[src/rtl/memory_stage.sv]
// memory_stage: load/store pipeline stage; 1-cycle pass-through, >=2-cycle memory ops, stall holds upstream mid-access.
// Optional MISALIGN_CHECK_EN: misaligned H/W accesses complete without a bus request and pulse misalign_err.
module memory_stage #(
    parameter int BUS_TIMEOUT = 16
) (
    input  logic        clk,
    input  logic        reset,
    input  logic        in_valid,
    input  logic [31:0] alu_data,
    input  logic [31:0] memory_data,
    input  logic        mem_read,
    input  logic        mem_write,
    input  logic [2:0]  funct3,
    input  logic [4:0]  rd,
    input  logic        reg_write,
    output logic        stall,
    output logic        dmem_req,
    output logic        dmem_we,
    output logic [31:0] dmem_addr,
    output logic [3:0]  dmem_be,
    output logic [31:0] dmem_wdata,
    input  logic        dmem_ready,
    input  logic [31:0] dmem_rdata,
    output logic        out_valid,
    output logic [31:0] wb_data,
    output logic [4:0]  wb_rd,
    output logic        wb_reg_write,
    output logic        bus_err,
    output logic        misalign_err
);
    typedef enum logic {IDLE, ACCESS} state_t;

    localparam int   CW      = (BUS_TIMEOUT > 2) ? $clog2(BUS_TIMEOUT) : 1;
    localparam int   TO_LAST = (BUS_TIMEOUT > 0) ? BUS_TIMEOUT - 1 : 0;
    localparam logic TO_EN   = (BUS_TIMEOUT > 0);

    state_t         state, state_nxt;
    logic [31:0]    addr_q;
    logic [31:0]    wdata_q;
    logic [3:0]     be_q;
    logic           we_q;
    logic [2:0]     funct3_q;
    logic [4:0]     rd_q;
    logic           reg_write_q;
    logic [CW-1:0]  cnt;

    logic           mem_op;
    logic           misal;
    logic           accept;
    logic           done;
    logic           abort;
    logic [3:0]     be_new;
    logic [31:0]    wdata_new;
    logic [31:0]    load_ext;
    logic [7:0]     lb;
    logic [15:0]    lh;

    assign mem_op = in_valid & (mem_read | mem_write);

`ifdef MISALIGN_CHECK_EN
    always_comb begin
        misal = 1'b0;
        case (funct3[1:0])
            2'b00:   misal = 1'b0;
            2'b01:   misal = alu_data[0];
            default: misal = |alu_data[1:0];
        endcase
    end
`else
    assign misal = 1'b0;
`endif

    // Size decode shares funct3[1:0] for loads and stores; bit 2 only selects zero-extension.
    always_comb begin
        be_new    = 4'b1111;
        wdata_new = memory_data;
        case (funct3[1:0])
            2'b00: begin
                be_new    = 4'b0001 << alu_data[1:0];
                wdata_new = {4{memory_data[7:0]}};
            end
            2'b01: begin
                be_new    = 4'b0011 << {alu_data[1], 1'b0};
                wdata_new = {2{memory_data[15:0]}};
            end
            default: begin
                be_new    = 4'b1111;
                wdata_new = memory_data;
            end
        endcase
    end

    always_comb begin
        lb       = dmem_rdata[{addr_q[1:0], 3'b000} +: 8];
        lh       = addr_q[1] ? dmem_rdata[31:16] : dmem_rdata[15:0];
        load_ext = dmem_rdata;
        case (funct3_q)
            3'b000:  load_ext = {{24{lb[7]}}, lb};
            3'b100:  load_ext = {24'b0, lb};
            3'b001:  load_ext = {{16{lh[15]}}, lh};
            3'b101:  load_ext = {16'b0, lh};
            default: load_ext = dmem_rdata;
        endcase
    end

    always_ff @(posedge clk) begin
        if (reset) state <= IDLE;
        else       state <= state_nxt;
    end

    always_comb begin
        state_nxt = state;
        accept    = 1'b0;
        done      = 1'b0;
        abort     = 1'b0;
        case (state)
            IDLE: begin
                if (mem_op && !misal) begin
                    accept    = 1'b1;
                    state_nxt = ACCESS;
                end
            end
            ACCESS: begin
                if (dmem_ready) begin
                    done      = 1'b1;
                    state_nxt = IDLE;
                end else if (TO_EN && cnt == CW'(TO_LAST)) begin
                    abort     = 1'b1;
                    state_nxt = IDLE;
                end
            end
            default: state_nxt = IDLE;
        endcase
    end

    // Stall drops in the completing/aborting cycle so upstream advances in lockstep with the FSM.
    assign stall = mem_op & ~((state == IDLE) & misal) & ~done & ~abort;

    assign dmem_req   = (state == ACCESS);
    assign dmem_we    = we_q;
    assign dmem_addr  = {addr_q[31:2], 2'b00};
    assign dmem_be    = be_q;
    assign dmem_wdata = wdata_q;

    always_ff @(posedge clk) begin
        if (reset) begin
            addr_q       <= '0;
            wdata_q      <= '0;
            be_q         <= '0;
            we_q         <= 1'b0;
            funct3_q     <= '0;
            rd_q         <= '0;
            reg_write_q  <= 1'b0;
            cnt          <= '0;
            out_valid    <= 1'b0;
            wb_data      <= '0;
            wb_rd        <= '0;
            wb_reg_write <= 1'b0;
            bus_err      <= 1'b0;
            misalign_err <= 1'b0;
        end else begin
            bus_err      <= 1'b0;
            misalign_err <= 1'b0;
            if (accept) begin
                addr_q       <= alu_data;
                wdata_q      <= wdata_new;
                be_q         <= be_new;
                we_q         <= mem_write;
                funct3_q     <= funct3;
                rd_q         <= rd;
                reg_write_q  <= reg_write;
                cnt          <= '0;
                out_valid    <= 1'b0;
                wb_reg_write <= 1'b0;
            end else if (state == IDLE) begin
                out_valid    <= in_valid;
                wb_data      <= alu_data;
                wb_rd        <= rd;
                wb_reg_write <= reg_write & in_valid;
                if (mem_op && misal) begin
                    wb_data      <= '0;
                    wb_reg_write <= 1'b0;
                    misalign_err <= 1'b1;
                end
            end else if (done) begin
                out_valid    <= 1'b1;
                wb_rd        <= rd_q;
                wb_reg_write <= reg_write_q & ~we_q;
                wb_data      <= we_q ? 32'b0 : load_ext;
            end else if (abort) begin
                out_valid    <= 1'b1;
                wb_rd        <= rd_q;
                wb_reg_write <= 1'b0;
                wb_data      <= '0;
                bus_err      <= 1'b1;
            end else begin
                out_valid    <= 1'b0;
                wb_reg_write <= 1'b0;
                cnt          <= cnt + 1'b1;
            end
        end
    end
endmodule

[config.mk]
export PLATFORM = sky130hd
export DESIGN_NAME = memory_stage
export DESIGN_NICKNAME = d
export VERILOG_FILES = /design/src/rtl/memory_stage.sv
export SDC_FILE = /design/constraint.sdc
export NUM_CORES = 1
export LEC_CHECK = 0
export CORE_MARGIN = 4
export CORE_UTILIZATION = 23
export CTS_CLUSTER_DIAMETER = 50
export DETAILED_ROUTE_END_ITERATION = 8
export PLACE_DENSITY = 0.51
export RECOVER_POWER = 25
export REMOVE_ABC_BUFFERS = 1
export SLEW_MARGIN = 10
export SYNTH_ARGS = -nofsm -noshare
export SYNTH_HDL_FRONTEND = slang
export SYNTH_SLANG_ARGS = --single-unit
[constraint.sdc]
create_clock -name clk -period 2.05 [get_ports clk]
set_clock_uncertainty 0.1 [all_clocks]
set_input_delay 0.41 -clock clk [delete_from_list [all_inputs] [get_ports clk]]
set_output_delay 0.41 -clock clk [all_outputs]
set_load 0.1 [all_outputs]
======== Yosys cells after proc, flatten, opt, wreduce, memory -nomap -nowiden ========
Index checks and enable logic that the tools add are counted.
storage, ports and cells
  flip-flop bits (word level) ............. 123
  input port bits ......................... 111
  logic and storage cells ................. 67
operators by class
  add/sub/neg operators ................... 1
  equality and inequality tests ........... 6
  shift-type cells ........................ 3
  multiplexer cells ....................... 26
  bitwise operators ....................... 11
  reductions and logical operators ........ 6
operators by type and width
  cell                                                               number
  32-bit two-way mux                                                 4
  32-bit case mux with 4 select lines                                1
  32-bit case mux with 2 select lines                                1
  32-bit by 6-bit variable part select with 8-bit output             1
  16-bit two-way mux                                                 1
  5-bit two-way mux                                                  3
  1-bit two-way mux                                                  14
  4-bit case mux with 2 select lines                                 1
  3-bit == test, second input constant                               2
  1-bit AND                                                          5
  1-bit inverter                                                     5
  4-bit by 1-bit adder with 4-bit output, second input constant      1
  4-bit == test, second input constant                               1
  4-bit OR reduction                                                 1
  1-bit by 2-bit << shifter with 4-bit output, first input constant  1
  2-bit by 2-bit << shifter with 4-bit output, first input constant  1
  3-bit by 1-bit == test with 1-bit output, second input constant    1
  3-bit zero test                                                    1
  3-bit by 1-bit != test with 1-bit output, second input constant    1
  3-bit AND reduction                                                1
  2-bit by 1-bit == test with 1-bit output, second input constant    1
  2-bit zero test                                                    1
  1-bit case mux with 2 select lines                                 1
  2-bit AND reduction                                                1
  2 further kinds                                                    2

======== Logic depth before layout (Yosys ltp) ========
  depth in word-level cells ............... 7
  depth in mapped cells ................... 6
  gate-level depth less buffers ........... 5

======== Worst setup path before layout ========
OpenSTA, ideal clock, no wires.
  path kind ............................... register to output
  from .................................... register state (netlist: dmem_req)
  to ...................................... output port stall
  arrival time ............................ 2.645 ns
  data required time ...................... 1.540 ns
  slack ................................... -1.105 ns
  stages on the path, launching flop included .. 4
  buffers on the path ..................... 2
  cell sequence ........................... dfxtp_1 > buf_4 > buf_2 > a21oi_1
on the way
  longest elaborated chain between the ends .. 4
  elaborated cells on any way between the ends .. 6
  those cells by class .................... mux: 2; bitwise: 4
ends and longest elaborated chain
  what                             line  source
  from (decl)                      37    state_t state, state_nxt;
  from (signal assigned)           108   else state <= state_nxt;
  1-bit two-way mux                116   case (state)
  1-bit inverter (no source line)  n/a
  1-bit AND                        137   assign stall = mem_op & ~((state == IDLE) & misal) & ~done & ~abort;
  1-bit AND *                      137
  to (decl)                        16    output logic stall,
Every way passes the cells marked *; elsewhere a longest branch is shown, timed or not.

======== Worst setup path in the final report ========
  from .................................... register cnt[0]
  to ...................................... output port stall
on the way
  longest elaborated chain between the ends .. 6
ends and longest elaborated chain
  what                             line  source
  from (decl)                      45    logic [CW-1:0] cnt;
  from (signal assigned)           199   cnt <= cnt + 1'b1;
  4-bit == test                    127   end else if (TO_EN && cnt == CW'(TO_LAST)) begin
  1-bit two-way mux                127
  1-bit two-way mux                124   if (dmem_ready) begin
  1-bit two-way mux                116
  1-bit inverter (no source line)  n/a
  1-bit AND                        137
Every way passes these cells.

==> flow_metrics.tcl <==
set metrics [dict create \
    slowest_delay_ns 0.34 \
    yosys_warnings 0 \
    fin_crit_ns 2.007 \
    num-nets-final 1062 \
    drc 0 \
    dieArea_um2 28730 \
    clkLatencyLatePin_ns 0.41 \
    syn_to_final_growth_pct 50.19 \
    die_h_um 169.5 \
    core_region_area_um2 25400 \
    cts_tree "built" \
    path_max_fanout 4 \
    critPathSlowestCell "dfxtp_2" \
    first_pass_iters 5 \
    p_total_w 0.008545 \
    max-clock-path-buffers 2 \
    slew_violations 0 \
    netlist_instances 732 \
    p_sw_w 0.003210 \
    clockRootBuffer "clkbuf_16" \
    vias_per_cell 4.536 \
    cts.sinks 123 \
    max_freq_mhz 498.1 \
    yosysSeqAreaShare_pct 41.05 \
    antenna_found_initial 0 \
    path_clk_slew_ns 0.05 \
    grt_max_degree 60 \
    power_density_nw_per_um2 948.5 \
    ctsHoldBuffers 0 \
    power_frac_comb_pct 32.6 \
    final_common_cell "nand2_1" \
    grt_pass1_wl_mm 33.90 \
    p_int_w 0.005335 \
    synth-seq-cells 123 \
    mostFrequentLayoutCells "nand2_1 (126), dfxtp_1 (120), buf_4 (110), clkdlybuf4s50_1 (107), a21oi_1 (89)" \
    initialDrtViolationCount 308 \
    grt_overflow 0 \
    cts-htree-levels 4 \
    worst_pin_slew_ns 0.6446 \
    synth_cell_types 50 \
    diodes 0 \
    row_count 58 \
    crit_chain "ha_4 -> a31o_4 -> a21oi_4 -> buf_12" \
    setup_ws_ns 0.04250 \
    gp_congestion 0.7664 \
    ir_worst_vdd_v 0.0004579 \
    track_usage_pct 15.01 \
    start_kind "flip-flop" \
    hold_viol 0 \
    cts_buffers 17 \
    port_buffers 219 \
    p_leak_nw 3.673 \
    drive_above_1_share_pct 24.32 \
    worst_ep_required_time_ns 1.54 \
    netlist_area_um2 5998 \
    timing.final.crit_share_pct 97.93 \
    ant_nets 0 \
    cts_setup_buffers 0 \
    wl_mm 21.80 \
    grt_setup_unrepaired "yes" \
    finalSetupViolCount 0 \
    outcome "completed" \
    pre_cts_ws_ns -0.2052 \
    pwr-share-clk_pct 35.8 \
    die_w_um 169.5 \
    seq_power_share_pct 31.6 \
    sw_frac_of_total_pct 37.56 \
    hold_class "in -> reg" \
    initial_core_util_pct 23.62 \
    grt_pass1_vias 5814 \
    wl_per_cell_um 16.88 \
    drv_cap 0 \
    via_count 5860 \
    hpwl_mm 16.43 \
    io_pins 223 \
    critPathKind "reg -> out" \
    relSlewSlack_pct 56.91 \
    worstPathArrival_ns 1.50 \
    worstSetupEndpointType "primary output" \
    avgSynthCellArea_um2 8.194 \
]
worst paths after layout:
kind / startpoint / end / slack (ns) / cells past startpoint
max: cnt[0] / stall / 0.04 / 4
min: dmem_ready / bus_err / 0.23 / 2
max reg2reg: addr_q[1] / wb_data[24] / 0.15 / 5
min reg2reg: rd_q[0] / rd_q[0] / 0.35 / 2
worst max-delay path: cells and delay by family (launching register included):
kind,cells,cell delay (ns)
compound gates,2,0.39
buf+inv,1,0.19
fa+ha+maj,1,0.17
flops,1,0.34
sequential cells by signal, summed over array words and instances (netlist names):
| name | cells |
|---|---|
| wb_rd | 5 |
| dmem_we | 1 |
| reg_write_q | 1 |
| wb_data | 32 |
| funct3_q | 3 |
| addr_q | 32 |
| dmem_wdata | 32 |
| rd_q | 5 |
| wb_reg_write | 1 |
| dmem_req | 1 |
| bus_err | 1 |
| dmem_be | 4 |
| out_valid | 1 |
| cnt | 4 |
synthesized netlist by cell type (all sizes together):
master / instances / area, µm²
nor3b: 1 / 7.510
nor2: 89 / 336.6
o22ai: 4 / 38.79
a32oi: 5 / 43.79
mux2i: 38 / 380.4
nor3: 15 / 80.08
or2: 2 / 12.52
a221o: 1 / 10.01
a31o: 1 / 8.760
a221oi: 7 / 61.31
clkbuf: 27 / 101.4
a311oi: 8 / 70.07
dfxtp: 123 / 2462
xnor2: 1 / 8.760
o31ai: 1 / 7.510
xor2: 2 / 17.52
conb: 1 / 3.750
nand3b: 2 / 15.01
and3b: 1 / 8.760
buf: 62 / 419.2
o31a: 1 / 8.760
nand2b: 12 / 75.07
nand2: 127 / 476.7
a211oi: 23 / 172.7
o21bai: 1 / 18.77
nand3: 4 / 20.02
inv: 10 / 37.53
ha: 1 / 12.51
mux4: 1 / 22.52
a21oi: 90 / 450.4
o311ai: 1 / 8.760
o211ai: 7 / 52.55
nor2b: 7 / 43.79
or3b: 1 / 8.760
a31oi: 3 / 18.77
o32ai: 18 / 277.8
a22oi: 5 / 51.30
o21ai: 28 / 140.1
o21a: 1 / 7.510
power groups by stage:
stage                     registers [W]  logic [W]  clock network [W]
final                           0.00270    0.00279            0.00306
after global routing            0.00272    0.00294            0.00326
after CTS                       0.00271    0.00291            0.00317
after detailed placement        0.00276    0.00291                  0
after global placement          0.00276    0.00290                  0
after floorplan                 0.00401   0.000590                  0
timing repair:
| action | in CTS | in global routing |
|---|---|---|
| endpoints found under the setup margin | 2 | 1 |
| cloned | 0 | 0 |
| pin swaps | 3 | 0 |
| gates resized for setup | 8 | 1 |
cell families (layout without fill, tap and decap cells):
family / count (synthesis) / after routing / synth area share [%]
adder cells (fa/ha/maj): 1 / 1 / 0.2086
AO/OA/AOI/OAI: 205 / 205 / 24.13
XOR/XNOR: 3 / 3 / 0.4381
buffers and inverters: 99 / 327 / 9.303
AND/OR/NAND/NOR: 261 / 261 / 18.09
other: 1 / 3 / 0.06252
multiplexers: 39 / 39 / 6.717
flip-flops: 123 / 123 / 41.05
final cells by class:
class | instances | area, µm²
inverters | 10 | 37.54
repair buffers | 286 | 2481
multi-input cells | 512 | 3025
fillers | 2657 | 16390
flip-flops and latches | 123 | 2466
clock inverters | 8 | 117.6
well taps | 330 | 412.9
clock buffers | 23 | 467.9
metal layers:
| metal | up-vias | global-route usage (%) | wire [µm] |
|---|---|---|---|
| met1 | 2684 | 19.95 | 9973 |
| met3 | 16 | 4.799 | 1801 |
| met5 | - | 0 | 0 |
| met4 | 0 | 3.885 | 196 |
| met2 | 206 | 23.67 | 9831 |
| li1 | 2954 | - | - |
stage by stage:
step	utilization [%]	setup TNS [ns]	cell area, µm²	std cells	hold WS (ns)
after global routing	35.47	-0.1811	9009	1292	0.2547
after global placement	34.06	-4.917	8651	1261	0.3427
after detailed placement	34.06	-6.588	8651	1261	0.3495
after CTS	36.51	-0.001820	9273	1292	0.2812
after floorplan	-	-169.27	5485	645	0.3300
final	35.47	0	9009	1292	0.2266
Note: power is estimated with default switching activity, not from simulation.
